[config.mk]
export PLATFORM = sky130hd
export DESIGN_NAME = enter_arbitr_rr_pkt
export DESIGN_NICKNAME = d
export VERILOG_FILES = /design/src/rtl/enter_arbitr_rr_pkt_pkg.sv /design/src/rtl/enter_arbitr_rr_pkt_rr_find_first.sv /design/src/rtl/enter_arbitr_rr_pkt.sv
export SDC_FILE = /design/constraint.sdc
export NUM_CORES = 1
export LEC_CHECK = 0
export ABC_CLOCK_PERIOD_IN_PS = 6250
export CAP_MARGIN = 10
export CORE_AREA = 2 2 131 133
export DETAILED_ROUTE_END_ITERATION = 7
export DIE_AREA = 0 0 133 135
export GPL_TIMING_DRIVEN = 0
export HOLD_SLACK_MARGIN = 0.15
export PLACE_DENSITY = 0.74
export SYNTH_ARGS = -nofsm -noshare
export SYNTH_HDL_FRONTEND = slang
export SYNTH_SLANG_ARGS = --single-unit
[constraint.sdc]
create_clock -name clk -period 6.25 [get_ports clk]
set_clock_uncertainty 0.1 [all_clocks]
set_input_delay 1.25 -clock clk [delete_from_list [all_inputs] [get_ports clk]]
set_output_delay 1.25 -clock clk [all_outputs]
set_load 0.02 [all_outputs]
[src/rtl/enter_arbitr_rr_pkt_pkg.sv]
// Shared defines and types for the enter_arbitr_rr_pkt ingress arbiter.
// Provides the default word width, default port count and a clog2 helper macro.
`ifndef DATA_WIDTH
`define DATA_WIDTH 64
`endif

`ifndef ENTER_ARB_NUM_PORTS
`define ENTER_ARB_NUM_PORTS 4
`endif

`ifndef ENTER_ARB_CLOG2
`define ENTER_ARB_CLOG2(n) (((n) > 1) ? $clog2(n) : 1)
`endif

package enter_arbitr_rr_pkt_pkg;

    typedef enum logic {
        ARB_OPEN   = 1'b0,
        ARB_LOCKED = 1'b1
    } arb_state_e;

    // Port-index width; a single-port arbiter still carries a 1-bit index.
    function automatic int ptr_width(input int n);
        return `ENTER_ARB_CLOG2(n);
    endfunction

endpackage

[src/rtl/enter_arbitr_rr_pkt_rr_find_first.sv]
// Rotating first-set search: returns the first asserted request at or after ptr,
// wrapping modulo NUM_PORTS.
module rr_find_first
    import enter_arbitr_rr_pkt_pkg::*;
#(
    parameter int NUM_PORTS = 4,
    parameter int PW        = ptr_width(NUM_PORTS)
) (
    input  logic [NUM_PORTS-1:0] req,
    input  logic [PW-1:0]        ptr,
    output logic                 found,
    output logic [PW-1:0]        index
);

    logic [NUM_PORTS-1:0] rot;
    int                   slot;

    // rot[i] is the request of port (ptr + i) mod NUM_PORTS
    assign rot = NUM_PORTS'({req, req} >> ptr);

    always_comb begin
        found = 1'b0;
        index = '0;
        slot  = 0;
        for (int i = 0; i < NUM_PORTS; i++) begin
            if (!found && rot[i]) begin
                found = 1'b1;
                slot  = int'(ptr) + i;
                if (slot >= NUM_PORTS) begin
                    slot = slot - NUM_PORTS;
                end
                index = PW'(slot);
            end
        end
    end

endmodule

[src/rtl/enter_arbitr_rr_pkt.sv]
// Work-conserving round-robin ingress arbiter with optional packet lock.
// Define ENTER_ARB_WDT_EN to add the lock watchdog (WDT_CYCLES, o_wdt_err).
module enter_arbitr_rr_pkt
    import enter_arbitr_rr_pkt_pkg::*;
#(
    parameter int NUM_PORTS  = `ENTER_ARB_NUM_PORTS,
    parameter int DATA_WIDTH = `DATA_WIDTH,
    parameter int PKT_MODE   = 1
`ifdef ENTER_ARB_WDT_EN
    ,
    parameter int WDT_CYCLES = 256
`endif
) (
    input  logic                            clk,
    input  logic                            rst_n,
    input  logic [NUM_PORTS-1:0]            i_fifo_empty,
    input  logic [NUM_PORTS*DATA_WIDTH-1:0] i_fifo_data,
    input  logic [NUM_PORTS-1:0]            i_fifo_last,
    output logic [NUM_PORTS-1:0]            o_fifo_rd_en,
    output logic [DATA_WIDTH-1:0]           o_sdata,
    output logic                            o_data_valid,
    output logic                            o_data_last,
    output logic [ptr_width(NUM_PORTS)-1:0] o_src_port,
    input  logic                            i_ready
`ifdef ENTER_ARB_WDT_EN
    ,
    output logic                            o_wdt_err
`endif
);

    localparam int PW = ptr_width(NUM_PORTS);

    arb_state_e      state_q, state_d;
    logic [PW-1:0]   ptr_q;
    logic [PW-1:0]   lock_port_q;

    logic [NUM_PORTS-1:0] req;
    logic                 found;
    logic [PW-1:0]        grant;

    logic                  locked;
    logic                  can_load;
    logic                  lock_head_rdy;
    logic                  pop_p0;
    logic                  pop_en_p0;
    logic [PW-1:0]         pop_port_p0;
    logic [DATA_WIDTH-1:0] pop_data_p0;

    logic [DATA_WIDTH-1:0] data_p1;
    logic                  last_p1;
    logic [PW-1:0]         src_p1;
    logic                  vld_p1;

`ifdef ENTER_ARB_WDT_EN
    localparam int WDT_W = $clog2(WDT_CYCLES + 1);
    logic [WDT_W-1:0] wdt_cnt_q;
    logic             wdt_fire;
    logic             wdt_err_q;
`endif

    function automatic logic [PW-1:0] step_ptr(input logic [PW-1:0] p);
        return (p == PW'(NUM_PORTS - 1)) ? '0 : p + PW'(1);
    endfunction

    assign req = ~i_fifo_empty;

    rr_find_first #(
        .NUM_PORTS(NUM_PORTS),
        .PW       (PW)
    ) u_find (
        .req  (req),
        .ptr  (ptr_q),
        .found(found),
        .index(grant)
    );

    assign locked        = (state_q == ARB_LOCKED);
    assign can_load      = ~vld_p1 | i_ready;
    assign lock_head_rdy = ~i_fifo_empty[lock_port_q];

    // Stage p0: select the port to pop this cycle
    always_comb begin
        state_d     = state_q;
        pop_p0      = 1'b0;
        pop_port_p0 = grant;
`ifdef ENTER_ARB_WDT_EN
        wdt_fire    = 1'b0;
`endif
        case (state_q)
            ARB_OPEN: begin
                if (can_load && found) begin
                    pop_p0 = 1'b1;
                    if (PKT_MODE != 0 && !i_fifo_last[grant]) begin
                        state_d = ARB_LOCKED;
                    end
                end
            end
            ARB_LOCKED: begin
                pop_port_p0 = lock_port_q;
                if (can_load && lock_head_rdy) begin
                    pop_p0 = 1'b1;
                    if (i_fifo_last[lock_port_q]) begin
                        state_d = ARB_OPEN;
                    end
                end
`ifdef ENTER_ARB_WDT_EN
                else if (!lock_head_rdy && wdt_cnt_q == WDT_W'(WDT_CYCLES - 1)) begin
                    wdt_fire = 1'b1;
                    state_d  = ARB_OPEN;
                end
`endif
            end
            default: state_d = ARB_OPEN;
        endcase
    end

    // Pops are suppressed while reset is held so upstream FIFOs are untouched
    assign pop_en_p0   = pop_p0 & rst_n;
    assign pop_data_p0 = i_fifo_data[pop_port_p0*DATA_WIDTH +: DATA_WIDTH];

    always_comb begin
        o_fifo_rd_en = '0;
        if (pop_en_p0) begin
            o_fifo_rd_en[pop_port_p0] = 1'b1;
        end
    end

    // Stage p1: output register, pointer and lock bookkeeping
    always_ff @(posedge clk or negedge rst_n) begin
        if (!rst_n) begin
            state_q     <= ARB_OPEN;
            ptr_q       <= '0;
            lock_port_q <= '0;
            vld_p1      <= 1'b0;
            data_p1     <= '0;
            last_p1     <= 1'b0;
            src_p1      <= '0;
        end else begin
            state_q <= state_d;
            if (pop_en_p0) begin
                data_p1 <= pop_data_p0;
                last_p1 <= i_fifo_last[pop_port_p0];
                src_p1  <= pop_port_p0;
                vld_p1  <= 1'b1;
            end else if (i_ready) begin
                vld_p1 <= 1'b0;
            end
            if (pop_en_p0 && !locked) begin
                ptr_q <= step_ptr(grant);
            end
            if (!locked && state_d == ARB_LOCKED) begin
                lock_port_q <= grant;
            end
`ifdef ENTER_ARB_WDT_EN
            if (wdt_fire) begin
                ptr_q <= step_ptr(lock_port_q);
            end
`endif
        end
    end

`ifdef ENTER_ARB_WDT_EN
    // Counts cycles spent locked onto an empty port
    always_ff @(posedge clk or negedge rst_n) begin
        if (!rst_n) begin
            wdt_cnt_q <= '0;
            wdt_err_q <= 1'b0;
        end else begin
            wdt_err_q <= wdt_fire;
            if (!locked || pop_en_p0 || wdt_fire) begin
                wdt_cnt_q <= '0;
            end else if (!lock_head_rdy) begin
                wdt_cnt_q <= wdt_cnt_q + WDT_W'(1);
            end
        end
    end

    assign o_wdt_err = wdt_err_q;
`endif

    assign o_sdata      = data_p1;
    assign o_data_valid = vld_p1;
    assign o_data_last  = last_p1;
    assign o_src_port   = src_p1;

endmodule

# Word-level counts from Yosys, hierarchy flattened
# Cells that the tools add are included.
dict set report word_totals {
  reg_bits 73
  word_cells 80
}
dict set report op_classes {
  bitwise_logic 6
  reduce_logical 13
  n_shift 2
  addsub 8
  n_eq_ne 1
  n_mux 35
  magnitude_cmp 8
}
# cell n
set op_table {}
lappend op_table {{256-bit by 9-bit indexed part select with 64-bit output} 1}
lappend op_table {{2-bit two-way mux} 10}
lappend op_table {{1-bit two-way mux} 17}
lappend op_table {{3-bit >= comparator, second input constant} 3}
lappend op_table {{2-bit by 3-bit less-than comparator with 1-bit output, second input constant} 3}
lappend op_table {{1-bit binary-select mux with 2-bit select} 4}
lappend op_table {{1-bit logical AND} 8}
lappend op_table {{8-bit by 2-bit right shift with 4-bit output} 1}
lappend op_table {{2-bit by 1-bit subtractor with 2-bit output, second input constant} 4}
lappend op_table {{2-bit by 2-bit adder with 3-bit output, second input constant} 2}
lappend op_table {{1-bit logical NOT} 4}
lappend op_table {{4-bit two-way mux} 1}
lappend op_table {{4-bit inverter} 1}
lappend op_table {{1-bit one-hot mux with 2 select lines} 2}
lappend op_table {{2-bit by 1-bit adder with 3-bit output, second input constant} 1}
lappend op_table {{2-bit by 3-bit >= comparator with 1-bit output, second input constant} 1}
lappend op_table {{1-bit inverter} 3}
lappend op_table {{2-bit by 1-bit adder with 2-bit output, second input constant} 1}
lappend op_table {{1-bit demux with 2-bit select} 1}
lappend op_table {{2-bit == test, second input constant} 1}
lappend op_table {{2-bit by 1-bit >= comparator with 1-bit output, second input constant} 1}
lappend op_table {{2-bit nonzero test} 1}
lappend op_table {{1-bit AND} 1}
lappend op_table {{1-bit OR} 1}

# Depth between registers and ports, before layout
# Gate-level depths: netlist of the first run.
dict set report logic_depth {
  ltp_word 18
  mapped_depth 8
  depth_no_buf 5
}

# Modules after synthesis
# A second synthesis of the first run with hierarchy kept.
dict set report unflattened {
  cells_unflattened 281
  hier_area_um2 4636.9
}
# mod cells_each area_per_inst_um2 n_inst seq_area_each_um2
set by_module_without_submodules {}
lappend by_module_without_submodules {enter_arbitr_rr_pkt 269 4563.1 1 1826.8}
lappend by_module_without_submodules {rr_find_first 12 73.8 1 0.0}

# Worst setup path before layout of the first run
# OpenSTA, ideal clock, no wires.
dict set report synth_path {
  path_type {input -> output}
  startpoint {input port i_fifo_empty[3]}
  endpoint {output port o_fifo_rd_en[2]}
  setup_slack_ps 2422
  n_path_buf 1
  t_arrival_ps 2478
  stages 5
  cell_sequence {mux4_2 nor2b_2 o21ai_2 buf_2 nor2_1}
}
dict set report synth_via {
  elab_chain_len 18
}
# item line
set synth_lines {}
lappend synth_lines {{start: declaration} enter_arbitr_rr_pkt.sv:16} ;# input logic [NUM_PORTS-1:0] i_fifo_empty,
lappend synth_lines {{4-bit inverter} enter_arbitr_rr_pkt.sv:65} ;# assign req = ~i_fifo_empty;
lappend synth_lines {{8-bit by 2-bit right shift with 4-bit output} enter_arbitr_rr_pkt_rr_find_first.sv:19} ;# assign rot = NUM_PORTS'({req, req} >> ptr);
lappend synth_lines {{1-bit two-way mux} enter_arbitr_rr_pkt_rr_find_first.sv:26} ;# if (!found && rot[i]) begin
lappend synth_lines {{1-bit logical NOT} enter_arbitr_rr_pkt_rr_find_first.sv:26}
lappend synth_lines {{1-bit logical AND} enter_arbitr_rr_pkt_rr_find_first.sv:26}
lappend synth_lines {{1-bit two-way mux} enter_arbitr_rr_pkt_rr_find_first.sv:26}
lappend synth_lines {{1-bit logical NOT} enter_arbitr_rr_pkt_rr_find_first.sv:26}
lappend synth_lines {{1-bit logical AND} enter_arbitr_rr_pkt_rr_find_first.sv:26}
lappend synth_lines {{[2 not listed]} n/a}
lappend synth_lines {{1-bit logical AND} enter_arbitr_rr_pkt_rr_find_first.sv:26}
lappend synth_lines {{2-bit two-way mux} enter_arbitr_rr_pkt_rr_find_first.sv:26}
lappend synth_lines {{2-bit two-way mux} enter_arbitr_rr_pkt.sv:89} ;# case (state_q)
lappend synth_lines {{2-bit by 3-bit less-than comparator with 1-bit output (implied by the code) or 2-bit by 1-bit >= comparator with 1-bit output (tied branches)} enter_arbitr_rr_pkt.sv:124} ;# o_fifo_rd_en[pop_port_p0] = 1'b1;
lappend synth_lines {{1-bit logical AND (implied by the code)} enter_arbitr_rr_pkt.sv:124}
lappend synth_lines {{1-bit two-way mux (implied by the code)} enter_arbitr_rr_pkt.sv:124}
lappend synth_lines {{1-bit demux with 2-bit select} enter_arbitr_rr_pkt.sv:124}
lappend synth_lines {{4-bit two-way mux *} enter_arbitr_rr_pkt.sv:123} ;# if (pop_en_p0) begin
lappend synth_lines {{end: declaration} enter_arbitr_rr_pkt.sv:19} ;# output logic [NUM_PORTS-1:0] o_fifo_rd_en,
# Every way passes the cells marked *; elsewhere a longest branch is shown, timed or not. The select of a mux whose other input is x is not followed.

# Worst setup path in the final report of the first run
dict set report layout_path {
  startpoint {input port i_fifo_empty[1]}
  endpoint {output port o_fifo_rd_en[2]}
}
# Same word-level chain as after synthesis.

==> results of run 1 <==
[worst max-delay path, delay by kind of cell]
kind	cells	cell delay, ns
buf+inv	3	1.38
mux	1	0.56
simple gates	2	0.30
compound gates	1	0.15
[worst paths after layout]
path,cells past startpoint,start,end
max,7,i_fifo_empty[1],o_fifo_rd_en[2]
min,2,o_sdata[50],o_sdata[50]
max reg2reg,7,locked,o_sdata[34]
min reg2reg,2,o_sdata[50],o_sdata[50]
max in group asynchronous,2,rst_n,o_sdata[38]
min in group asynchronous,1,rst_n,o_sdata[9]
[metal layers]
layer / share of wire, % / vias to the layer above / global-route usage (%)
li1: - / 2378 / -
met2: 51 / 256 / 39.2
met5: 0 / - / 0
met1: 39 / 2389 / 24.4
met4: 1.8 / 0 / 6.93
met3: 7.8 / 24 / 5.93
[registers in the layout, indices dropped and copies added, names as in the netlist]
register	count
o_sdata	64
locked	1
lock_port_q	2
o_data_last	1
o_src_port	2
o_data_valid	1
ptr_q	2
[Yosys cell counts, drive strengths merged (2+ instances only)]
master  number  area [sq um]
mux2i      130          1300
nand2       75           282
dfrtp       73          1830
o221ai      65           801
buf         21           235
clkbuf      11          41.3
o21ai       11          70.1
nor2         8          30.0
bufbuf       6           113
inv          5          18.8
nor2b        5          33.8
a31oi        4          25.0
nand2b       3          18.8
o21a         3          22.5
mux4         2          45.0
[per-stage QoR]
step | cells | setup TNS (ns) | hold slack, ns | power [mW] | worst slack, ns
floorplan | 440 | 0 | 0.405 | 2.70 | 2.42
global placement | 998 | -3.77 | 0.364 | 3.69 | -1.04
detailed placement | 999 | 0 | 0.376 | 3.75 | 1.27
CTS | 1015 | 0 | 0.390 | 4.45 | 1.26
global route | 1015 | 0 | 0.408 | 4.66 | 1.13
finish | 1015 | 0 | 0.390 | 4.40 | 1.26
[layout make-up]
cell class,instances,area (sq um)
clock buffer,11,243
tap,220,275
sequential,73,1830
buffer,38,389
inverter,5,18.8
fill,1364,7320
multi-input combinational,324,2770
clock inverter,5,150
timing repair buffer,339,3410
[power by group through the flow]
stage                     logic (mW)  registers, mW  clock network [mW]
after detailed placement        2.89          0.862                   0
final                           2.86          0.859               0.682
after global placement          2.84          0.855                   0
after floorplan                 1.60           1.10                   0
after global routing            3.05          0.884               0.720
after CTS                       2.89          0.860               0.697
[cells by family after synthesis]
family / count (synthesis)
multiplexers: 132
AO/OA/AOI/OAI: 94
AND/OR/NAND/NOR: 97
buffers and inverters: 43
flip-flops: 73
XOR/XNOR: 1
==> results.yml, run 1 <==
outcome:
  run_status: "completed"
timing:
  rsz_0062_raised_after_global_routing: "no"
  slew_viol_final: 0
  maxClockFrequency_mhz: 201
  finalSetupViolations: 0
  worst_slew_pin_slew_ns: 0.741
  finalCriticalPeriod_ns: 4.99
  hold_violations: 0
  max-slew-margin-rel_pct: 49.3
  post-route-period-util_pct: 79.8
clock_tree:
  postCtsResizedCells: 0
  clkSinkCount: 73
  clk_transition_reported_paths_ns: 0.06
  total_of_hold_buffers_inserted_after_clock_tree_synthesis: 0
  htree_levels: 3
  cts.path.max_buffers: 2
  cts_made_buffers: 9
  root_buffer: "sky130_fd_sc_hd__clkbuf_16"
  postCtsSetupBuffers: 0
  insertion_delay_ns: 0.34
  clock_tree_from_tritoncts: "built"
drt:
  routed_wirelength_um: 19700
  detail_route.first_pass.iterations: 4
  drtIter0Drc: 174
  avgRoutedWirePerCell_um: 19.4
  route.vias.total: 5047
  drcViolationCount: 0
  ant_nets: 0
  vias_per_std_cell: 4.97
yosys:
  avgSynthCellArea_sq_um: 11.4
  yosys_register_bits: 73
  async_flop_share_pct: 100
  synth_sequential_area_ratio_pct: 36.5
  yosys-mux-area-fraction_pct: 26.9
  synthDistinctLibCells: 39
  synth_compound_area_share_pct: 20.3
  yosys.area_share.xor_xnor_pct: 0.175
  main_combinational_cell_family_by_area_after_synthesis: "multiplexers"
  synthFlopType: "sky130_fd_sc_hd__dfrtp_1"
  syn-instance-count: 440
  yosysWarnings: 0
  syn-cell-area_sq_um: 5010
  syn-num-nets: 707
  yosys.area_share.simple_pct: 8.02
  synth_enable_flop_cells: 0
  synth_adder_area_share_pct: 0
pwr:
  pwr-share-comb_pct: 65.0
  internal-power_mw: 2.63
  p_per_area_nw_per_um2: 485
  share_seq_of_total_power_pct: 19.5
  p_clk_share_pct: 15.5
  power_leakage_nw: 3.85
  irDropWorstVdd_v: 0.000230
  netSwitchingPower_mw: 1.78
  power.share.switching_pct: 40.3
critical_path:
  critical_path.endpoint_type: "output port"
  timing.critical_path.from_type: "input pin"
  critPathRequiredTime_ns: 4.90
  critPathMostFrequentCell: "sky130_fd_sc_hd__clkdlybuf4s50_1"
  cpPeakStageDelay_ns: 0.64
  crit_fanout: 10
  ff2ff_setup_slack_ns: 3.78
  crit_chain: "clkdlybuf4s50_1, mux4_2, nor2b_2, o21ai_2, buf_2, nor2_1, clkdlybuf4s50_1"
  timing.critical_path.arrival_ns: 3.64
  slowest_stage: "sky130_fd_sc_hd__clkdlybuf4s50_1"
  crit_type: "in2out"
grt:
  first_global_vias: 5429
  grtUsageTotal_pct: 21.5
  antenna_found_initial: 0
  wire_length_of_the_first_global_routing_pass_um: 29700
  grt_overflow_total: 0
  grt_start_max_net_pins: 44
finish:
  utilization_pct: 55.4
  most-common-layout-cells: "337 x sky130_fd_sc_hd__clkdlybuf4s50_1, 130 x sky130_fd_sc_hd__mux2i_1, 75 x sky130_fd_sc_hd__nand2_1, 73 x sky130_fd_sc_hd__dfrtp_1, 37 x sky130_fd_sc_hd__o221ai_2"
  final_common_cell: "sky130_fd_sc_hd__clkdlybuf4s50_1"
  fraction_of_layout_instances_using_a_drive_strength_above_1_pct: 11.3
  areaGrowthSynthToFinish_pct: 81.4
  fin_nets: 1057
  layout.cell_area.non_filler_sq_um: 9080
  antenna-diode-count: 0
floorplanning:
  initial_core_util_pct: 30.5
  placementRows: 47
  fp.dieH_um: 135
  fp.dieArea_sq_um: 18000
  core_region_area_sq_um: 16400
  io_pins: 339
  fp.dieW_um: 133
placed_design:
  portBuffers: 338
  detailed_place.area_sq_um: 8690
  place_hpwl_um: 16000
  routability_cong: 0.849
hold_path:
  hold_path.class: "reg2reg"
job:
  max_cap_violations: 0
Note: power is estimated with default switching activity, not from simulation.
==> inputs of run 2 (changes only) <==
--- a/config.mk
+++ b/config.mk
@@ -5,14 +5,14 @@
 export SDC_FILE = /design/constraint.sdc
 export NUM_CORES = 1
 export LEC_CHECK = 0
-export ABC_CLOCK_PERIOD_IN_PS = 6250
+export ABC_CLOCK_PERIOD_IN_PS = 4310
 export CAP_MARGIN = 10
-export CORE_AREA = 2 2 131 133
+export CORE_AREA = 2 2 130 132
 export DETAILED_ROUTE_END_ITERATION = 7
-export DIE_AREA = 0 0 133 135
+export DIE_AREA = 0 0 132 134
 export GPL_TIMING_DRIVEN = 0
 export HOLD_SLACK_MARGIN = 0.15
-export PLACE_DENSITY = 0.74
+export PLACE_DENSITY = 0.78
 export SYNTH_ARGS = -nofsm -noshare
 export SYNTH_HDL_FRONTEND = slang
 export SYNTH_SLANG_ARGS = --single-unit
==> constraint.sdc (replaced) <==
create_clock -name clk -period 4.31 [get_ports clk]
set_clock_uncertainty 0.1 [all_clocks]
set_input_delay 0.862 -clock clk [delete_from_list [all_inputs] [get_ports clk]]
set_output_delay 0.862 -clock clk [all_outputs]
set_load 0.02 [all_outputs]
==> run 2 against run 1 <==
Compared with the run above:
- die area decreased by 1.5%
- sequential power increased by 43%
- worst setup slack got worse by 1.1 ns
- cell area decreased by 1.3%
- count of clock-buffer cells in the layout increased by 3
- combinational power increased by 45%
- flip-flop and latch count unchanged
- critical endpoint is now o_fifo_rd_en[0]
- wire length decreased by 3.4%
- non-clock buffer count unchanged
- sequential share of layout area increased by 0.26 points
==> results.yml, run 2 (synthesis results as in run 1) <==
outcome:
  run_status: "completed"
placed_design:
  portBuffers: 338
  place_hpwl_um: 15200
  detailed_place.area_sq_um: 8680
  preCtsSetupSlack_ns: 0.0816
  total_placed_cells_including_tap_cells: 999
  routability_cong: 0.797
drt:
  route.vias.total: 5010
  ant_nets: 0
  drcViolationCount: 0
  drtIter0Drc: 202
  detail_route.first_pass.iterations: 4
  avgRoutedWirePerCell_um: 18.7
  routed_wirelength_um: 19000
  vias_per_std_cell: 4.94
clock_tree:
  insertion_delay_ns: 0.33
  clock_tree_from_tritoncts: "built"
  cts_made_buffers: 9
  clk_transition_reported_paths_ns: 0.06
  root_buffer: "sky130_fd_sc_hd__clkbuf_16"
  clkSinkCount: 73
  cts.path.max_buffers: 2
  htree_levels: 3
floorplanning:
  placementRows: 47
  fp.dieArea_sq_um: 17700
  core_region_area_sq_um: 16300
  fp.dieW_um: 132
  io_pins: 339
  initial_core_util_pct: 30.7
  fp.dieH_um: 134
grt:
  antenna_found_initial: 1
  wire_length_of_the_first_global_routing_pass_um: 29400
  grt_start_max_net_pins: 40
  grt_overflow_total: 0
  first_global_vias: 5210
  grtUsageTotal_pct: 21.2
critical_path:
  crit_fanout: 10
  critical_path.endpoint_type: "output port"
  crit_type: "in2out"
  slowest_stage: "sky130_fd_sc_hd__clkdlybuf4s50_1"
  crit_chain: "clkdlybuf4s50_1, mux4_2, nor2_1, o21ai_2, clkbuf_4, nor2_1, clkdlybuf4s50_1"
  critPathRequiredTime_ns: 3.35
  reg2reg_depth: 7
  cpPeakStageDelay_ns: 0.64
  timing.critical_path.from_type: "input pin"
  timing.critical_path.arrival_ns: 3.23
pwr:
  pwr-share-comb_pct: 68.2
  netSwitchingPower_mw: 2.55
  p_per_area_nw_per_um2: 678
  internal-power_mw: 3.53
  irDropWorstVdd_v: 0.000351
  power_leakage_nw: 3.83
  power.share.switching_pct: 41.9
  total_power_mw: 6.08
  p_clk_share_pct: 11.6
  share_seq_of_total_power_pct: 20.2
timing:
  worst_slack_ns: 0.121
  rsz_0062_raised_after_global_routing: "no"
  post-route-period-util_pct: 97.2
  maxClockFrequency_mhz: 239
  worst_slew_pin_slew_ns: 0.638
  worst_hold_slack_across_all_endpoints_ns: 0.383
  finalCriticalPeriod_ns: 4.19
  hold_violations: 0
  max-slew-margin-rel_pct: 57.4
  fin_tns_setup_ns: 0
  finalSetupViolations: 0
  slew_viol_final: 0
finish:
  areaGrowthSynthToFinish_pct: 79.1
  utilization_pct: 55.0
  most-common-layout-cells: "335 x sky130_fd_sc_hd__clkdlybuf4s50_1, 130 x sky130_fd_sc_hd__mux2i_1, 75 x sky130_fd_sc_hd__nand2_1, 73 x sky130_fd_sc_hd__dfrtp_1, 37 x sky130_fd_sc_hd__o221ai_2"
  antenna-diode-count: 0
  layout.cell_area.non_filler_sq_um: 8970
  fraction_of_layout_instances_using_a_drive_strength_above_1_pct: 11.1
  max_ffs_per_register: 64
  fin_nets: 1057
  final_common_cell: "sky130_fd_sc_hd__clkdlybuf4s50_1"
  post_route_insts_no_fill: 1015
hold_path:
  holdPathStages: 2
  hold_path.class: "reg2reg"
job:
  max_cap_violations: 0
-- run 2: cell type report --
class                      instances  area [sq um]
tap                              220           275
inverter                           5          18.8
buffer                            38           392
clock buffer                      14           264
timing repair buffer             339          3410
multi-input combinational        324          2770
sequential                        73          1830
clock inverter                     2          12.5
fill                            1482          7320
-- run 2: layer usage --
metal	GRT usage [%]	vias up	routed length [um]
met2	36.4	240	9410
met1	25.4	2365	7640
li1	-	2382	-
met4	6.88	0	370
met5	0	-	0
met3	6.58	23	1570
-- run 2: critical path, delay by kind of cell --
family	cells	cell delay [ns]
compound gates	1	0.10
buf+inv	3	1.38
mux	1	0.57
simple gates	2	0.32
-- run 2: repair_timing --
item,CTS,global route
hold buffers,0,0
hold endpoints to repair,0,0
endpoints found under the setup margin,0,3
setup buffers,0,0
resized for setup,0,3
-- run 2: worst paths after layout --
path,slack [ns],from,end
hold reg to reg,0.38,o_sdata[1],o_sdata[1]
min in group asynchronous,0.40,rst_n,o_sdata[7]
max in group asynchronous,3.12,rst_n,o_sdata[31]
setup / recovery,0.12,i_fifo_empty[3],o_fifo_rd_en[0]
hold / removal,0.38,o_sdata[1],o_sdata[1]
setup reg to reg,1.91,lock_port_q[0],o_sdata[5]
-- run 2: power groups by stage --
stage,clock network [mW],registers [mW],logic [mW]
2_1_floorplan,0,1.59,2.33
3_3_place_gp,0,1.22,4.15
3_5_place_dp,0,1.23,4.18
4_1_cts,0.726,1.22,4.19
6_report,0.707,1.23,4.15
5_1_grt,0.767,1.27,4.42
==> inputs of run 3 (changes only) <==
--- a/config.mk
+++ b/config.mk
@@ -8,6 +8,7 @@
 export ABC_CLOCK_PERIOD_IN_PS = 4310
 export CAP_MARGIN = 10
 export CORE_AREA = 2 2 130 132
+export CTS_BUF_LIST = sky130_fd_sc_hd__clkbuf_8
 export DETAILED_ROUTE_END_ITERATION = 7
 export DIE_AREA = 0 0 132 134
 export GPL_TIMING_DRIVEN = 0
==> run 3 against run 2 <==
Compared with the run above:
- first-iteration DRC count decreased by 1.5%
- utilization decreased by 0.62 points
- worst hold slack got worse by 0.014 ns
- critical path depth unchanged
- non-clock buffer count unchanged
- count of clock-buffer cells in the layout decreased by 3
- critical path type unchanged
- largest cell class unchanged
- highest routed layer unchanged
==> results.yml, run 3 (synthesis results as in run 1) <==
timing:
  slew_viol_final: 0
  maxClockFrequency_mhz: 238
  finalSetupViolations: 0
  max-slew-margin-rel_pct: 56.9
  fin_tns_setup_ns: 0
  finalCriticalPeriod_ns: 4.19
  hold_violations: 0
  post-route-period-util_pct: 97.3
  worst_slew_pin_slew_ns: 0.646
  rsz_0062_raised_after_global_routing: "no"
drt:
  routed_wirelength_um: 19000
  detail_route.first_pass.iterations: 4
  drcViolationCount: 0
  vias_per_std_cell: 4.95
  avgRoutedWirePerCell_um: 18.7
  drtIter0Drc: 199
  route.vias.total: 5022
  ant_nets: 0
finish:
  n_fill_cell: 1495
  fin_nets: 1057
  fraction_of_layout_instances_using_a_drive_strength_above_1_pct: 11.1
  max_ffs_per_register: 64
  final_common_cell: "sky130_fd_sc_hd__clkdlybuf4s50_1"
  most-common-layout-cells: "335 x sky130_fd_sc_hd__clkdlybuf4s50_1, 130 x sky130_fd_sc_hd__mux2i_1, 75 x sky130_fd_sc_hd__nand2_1, 73 x sky130_fd_sc_hd__dfrtp_1, 37 x sky130_fd_sc_hd__o221ai_2"
  utilization_pct: 54.4
  post_route_insts_no_fill: 1015
  antenna-diode-count: 0
  areaGrowthSynthToFinish_pct: 77.1
critical_path:
  crit_fanout: 10
  critPathCapture: "o_fifo_rd_en[0]"
  crit_chain: "clkdlybuf4s50_1, mux4_2, nor2_1, o21ai_2, clkbuf_4, nor2_1, clkdlybuf4s50_1"
  timing.critical_path.from_type: "input pin"
  worst_r2r_endpoint: "o_sdata[5]"
  reg2reg_depth: 7
  critPathRequiredTime_ns: 3.35
  r2r-start: "lock_port_q[0]"
  crit_type: "in2out"
  timing.critical_path.arrival_ns: 3.23
  slowest_stage: "sky130_fd_sc_hd__clkdlybuf4s50_1"
  critPathTopFamily: "buffers and inverters"
  critical_path.startpoint: "i_fifo_empty[3]"
  cpPeakStageDelay_ns: 0.64
  crit_cells: 7
  worst-path-buf-inv: 3
  critical_path.endpoint_type: "output port"
  ff2ff_setup_slack_ns: 1.86
floorplanning:
  placementRows: 47
  core_region_area_sq_um: 16300
  initial_core_util_pct: 30.7
  fp.dieH_um: 134
  fp.dieW_um: 132
  io_pins: 339
  fp.dieArea_sq_um: 17700
hold_path:
  hold_path.class: "in2async"
pwr:
  p_per_area_nw_per_um2: 662
  irDropWorstVdd_v: 0.000336
  total_power_mw: 5.87
  power_leakage_nw: 3.79
grt:
  grt_overflow_total: 0
  antenna_found_initial: 1
  grt_start_max_net_pins: 40
  grtUsageTotal_pct: 21.2
  wire_length_of_the_first_global_routing_pass_um: 29400
  first_global_vias: 5218
clock_tree:
  cts.path.max_buffers: 2
  clk_transition_reported_paths_ns: 0.08
  postCtsSetupBuffers: 0
  htree_levels: 3
  insertion_delay_ns: 0.36
  clkSinkCount: 73
  clock_tree_from_tritoncts: "built"
  root_buffer: "sky130_fd_sc_hd__clkbuf_8"
  cts_made_buffers: 9
placed_design:
  portBuffers: 338
  routability_cong: 0.797
  place_hpwl_um: 15200
  total_placed_cells_including_tap_cells: 999
outcome:
  run_status: "completed"
job:
  max_cap_violations: 0
==> run 3: area by class of cell <==
| class | count | area (sq um) | area share [%] |
|---|---|---|---|
| flip-flops and latches | 73 | 1830 | 20.6 |
| well taps | 220 | 275 | 3.11 |
| repair buffers | 339 | 3410 | 38.4 |
| plain buffers | 38 | 392 | 4.42 |
| clock buffers | 11 | 151 | 1.71 |
| clock inverters | 5 | 23.8 | 0.268 |
| inverters | 5 | 18.8 | 0.212 |
| multi-input cells | 324 | 2770 | 31.3 |
==> run 3: where the power goes <==
part           total, mW  internal, mW  leakage, nW  switching, mW
combinational       4.15          2.08         2.80           2.07
sequential          1.22          1.03        0.896          0.192
clock              0.500         0.234       0.0991          0.266
==> run 3: worst min-delay path by stage <==
stage                  start             to  slack (ns)  cells past startpoint
2_1_floorplan       ptr_q[0]       ptr_q[0]        0.41                      2
3_3_place_gp   o_src_port[1]  o_src_port[1]        0.36                      2
3_5_place_dp     o_sdata[18]    o_sdata[18]        0.37                      2
4_1_cts                rst_n     o_sdata[7]        0.37                      1
5_1_grt                rst_n     o_sdata[7]        0.40                      1
6_report               rst_n     o_sdata[7]        0.37                      1
==> run 3: stage by stage <==
step / hold WS, ns / instance area, sq um / setup slack, ns
after detailed placement: 0.370 / 8680 / 0.0816
after CTS: 0.374 / 8860 / 0.0542
final: 0.369 / 8860 / 0.116
after global placement: 0.361 / 8660 / -2.36
after global routing: 0.399 / 8860 / 0.0132
after floorplan: 0.405 / 5010 / 1.26
==> run 3: repair_timing <==
action / CTS / global route
setup endpoints to repair: 0 / 3
hold buffers: 0 / 0
gates resized for setup: 0 / 3
==> run 3: routing by layer <==
layer	wire, um	track usage, %
met2	9380	36.4
met5	0	0
met4	406	6.88
met1	7550	25.4
met3	1650	6.46
==> variant 1, RTL diff (config.mk and constraints of run 2) <==
The parameter `PKT_MODE` goes from 1 to 0.
--- a/src/rtl/enter_arbitr_rr_pkt.sv
+++ b/src/rtl/enter_arbitr_rr_pkt.sv
@@ -7,3 +7,3 @@
     parameter int DATA_WIDTH = `DATA_WIDTH,
-    parameter int PKT_MODE   = 1
+    parameter int PKT_MODE   = 0
 `ifdef ENTER_ARB_WDT_EN
Function: changed (Yosys sat finds a counterexample within 4 cycles, from zero or initial values and one cycle with rst_n low).
==> variant 1 against run 2 <==
- sequential cell count did not move
- critical path type unchanged
- wire length rose by 66%
- die area did not move
- area after synthesis is 42% higher
- power down 22%
- synthesized cell count up 95%
- setup slack better by 82 ps
- global-route usage increased by 13 points
- final area up 24%
==> variant 1: results <==
{
  "use_met1_pct": 43.7,
  "cp_max_fo": 8,
  "clock_power_uw": 736,
  "max_slew_margin_pct": 43.6,
  "syn_area_per_cell_um2": 8.29,
  "yosysSeqAreaShare_pct": 25.7,
  "synth.distinct_cells": 36,
  "leakagePower_nw": 4.02,
  "n_antenna_cell": 2,
  "post_cts_buffers": 1,
  "drt_iter0_markers": 621,
  "wl_um": 31400,
  "cp_data_arrival_time_ps": 3140,
  "comb_power_share_pct": 58.6,
  "internal_power_mw": 2.75,
  "status": "finished clean",
  "clock_buffers": 13,
  "buffers_excl_clock": 443,
  "max_stage_delay_ps": 470,
  "power_frac_clock_pct": 15.6,
  "grt_max_degree": 46,
  "place_congestion": 0.933,
  "vias_per_cell": 6.26,
  "buf_share_pct": 34.7,
  "wl_met3_um": 3070,
  "dp_cells": 1415,
  "vias": 8978,
  "multi_input_comb_cells": 677,
  "grt_pass1_vias": 8677,
  "rr_startpoint": "ptr_q[1]$_DFFE_PN0P_",
  "synth_common_cells": "mux2i_1 (115), nand2_1 (109), nand3_1 (100)",
  "drt-met1-wl_um": 12300,
  "slowest_stage": "mux4_2",
  "hp-class": "in -> async",
  "grt.total_usage_pct": 34.3,
  "dp_hpwl_um": 23500,
  "pre_cts_slack_ps": -433,
  "ir_drop_v": 0.000263,
  "fin_ws_ps": 204,
  "whs_ps": 363,
  "grt_util_met3_pct": 6.88
}
variant 1: cell count changes in the layout (fill, tap and decap cells not counted), moves of 17 or more:
| cell | run 2 | this run |
|---|---|---|
| nand3_1 | 1 | 100 |
| clkbuf_1 | 14 | 75 |
| and2_1 | 1 | 52 |
| o22ai_1 | 0 | 51 |
| o2111a_1 | 0 | 50 |
| o221ai_1 | 28 | 65 |
| o221ai_2 | 37 | 0 |
| nand2_1 | 75 | 109 |
| a21oi_1 | 1 | 18 |
| nand2b_1 | 3 | 20 |
variant 1: kinds of logic after synthesis:
| group | share of synthesized area, % |
|---|---|
| simple gates | 22.2 |
| flops | 25.7 |
| compound gates | 29.3 |
| buf+inv | 6.15 |
| xor+xnor | 0.123 |
| mux | 16.5 |
variant 1: worst reg2reg max path: stages, from the launching register on:
cell and delay, ps:
dfrtp_1 440, nor2b_1 170, o21a_1 200, nor3_2 590, nor2_1 290, clkbuf_1 320, a221o_1 370, o221a_1 210
==> variant 2, RTL diff (settings of run 2) <==
Without the edit above. The macro `DATA_WIDTH` goes from 64 to 32.
--- a/src/rtl/enter_arbitr_rr_pkt_pkg.sv
+++ b/src/rtl/enter_arbitr_rr_pkt_pkg.sv
@@ -3,3 +3,3 @@
 `ifndef DATA_WIDTH
-`define DATA_WIDTH 64
+`define DATA_WIDTH 32
 `endif
Interface: changed (resized i_fifo_data and o_sdata); port bits go from 339 to 179. The function was not compared with the original's and may differ.
==> variant 2 against run 2 <==
- count of clock-buffer cells in the layout fell by 9
- via count fell by 43%
- first-iteration DRC count fell by 66%
- clock power fell by 39%
- utilization fell by 23 points
- non-clock buffer count fell by 181
- area after synthesis fell by 42%
- wire length fell by 44%
- final area fell by 42%
- maximum frequency fell by 0.33%
- die area did not move
- setup slack got worse by 14 ps
- power fell by 43%
- sequential cell count fell by 32
- critical path type unchanged
- critical endpoint is now o_fifo_rd_en[1]
- largest cell class unchanged
- highest routed layer unchanged
==> variant 2: results <==
{
  "synth-compound-area-share_pct": 23.5,
  "synth_nets": 397,
  "ir_drop_v": 0.000303,
  "use_met1_pct": 14.0,
  "place_congestion": 0.796,
  "whs_ps": 354,
  "leakagePower_nw": 2.17,
  "postPlaceCellArea_mm2": 0.00501,
  "synth-xor-area-share_pct": 0.299,
  "cp_data_arrival_time_ps": 3240,
  "nFillCells": 1684,
  "power_frac_clock_pct": 12.4,
  "dp_hpwl_um": 8530,
  "max_stage_delay_ps": 580,
  "hp-class": "in -> async",
  "rrSetupSlack_ps": 2010,
  "pre_cts_slack_ps": -128,
  "gr-usage-met2_pct": 20.9,
  "largest_register_ffs": 32,
  "grt_pass1_vias": 3016,
  "antenna_found_initial": 0,
  "worst_pin_slew_ps": 553,
  "fin_ws_ps": 107,
  "grt_util_met3_pct": 4.88,
  "grt_max_degree": 23,
  "cp-startpoint": "i_fifo_empty[1]",
  "nets": 583,
  "wl_met3_um": 980,
  "synthMuxAreaShare_pct": 24.1,
  "wire_per_inst_um": 16.0,
  "yosysSeqAreaShare_pct": 35.1,
  "wl_met2_um": 5140,
  "status": "finished clean",
  "rr_startpoint": "ptr_q[0]$_DFFE_PN0P_",
  "insertion_delay_ps": 290,
  "grt.total_usage_pct": 12.1,
  "synth_common_cells": "mux2i_1 (66), nand2_1 (42), dfrtp_1 (41)",
  "drt-met1-wl_um": 4370,
  "numCtsBuffers": 5,
  "yosys-top-cells-area": "dfrtp_1 (35%), mux2i_1 (23%), o221ai_2 (14%)"
}
## variant 2: per-stage QoR
stage | power, mW | std cells | TNS, ps
after floorplan | 2.25 | 258 | 0
after global placement | 3.06 | 656 | -7220
after detailed placement | 3.09 | 657 | -432
after CTS | 3.56 | 664 | 0
after global routing | 3.73 | 664 | 0
final | 3.49 | 664 | 0
## variant 2: cells by family (layout without fill, tap and decap cells)
logic type	after synthesis	after routing
simple gates	64	64
flops	41	41
xor+xnor	1	1
compound gates	61	61
mux	68	68
buf+inv	23	209
## variant 2: area by class of cell
type | count | area, µm² | share of cell area (%)
timing repair buffer | 179 | 1810 | 34.9
multi-input combinational | 194 | 1690 | 32.6
sequential | 41 | 1030 | 19.7
tap | 220 | 275 | 5.30
buffer | 17 | 205 | 3.95
clock buffer | 5 | 125 | 2.41
clock inverter | 2 | 35.0 | 0.674
inverter | 6 | 22.5 | 0.433
## variant 2: repair_timing
item / in CTS / in global routing
gates resized for setup: 3 / 6
setup endpoints to repair: 4 / 4
hold endpoints to repair: 0 / 0
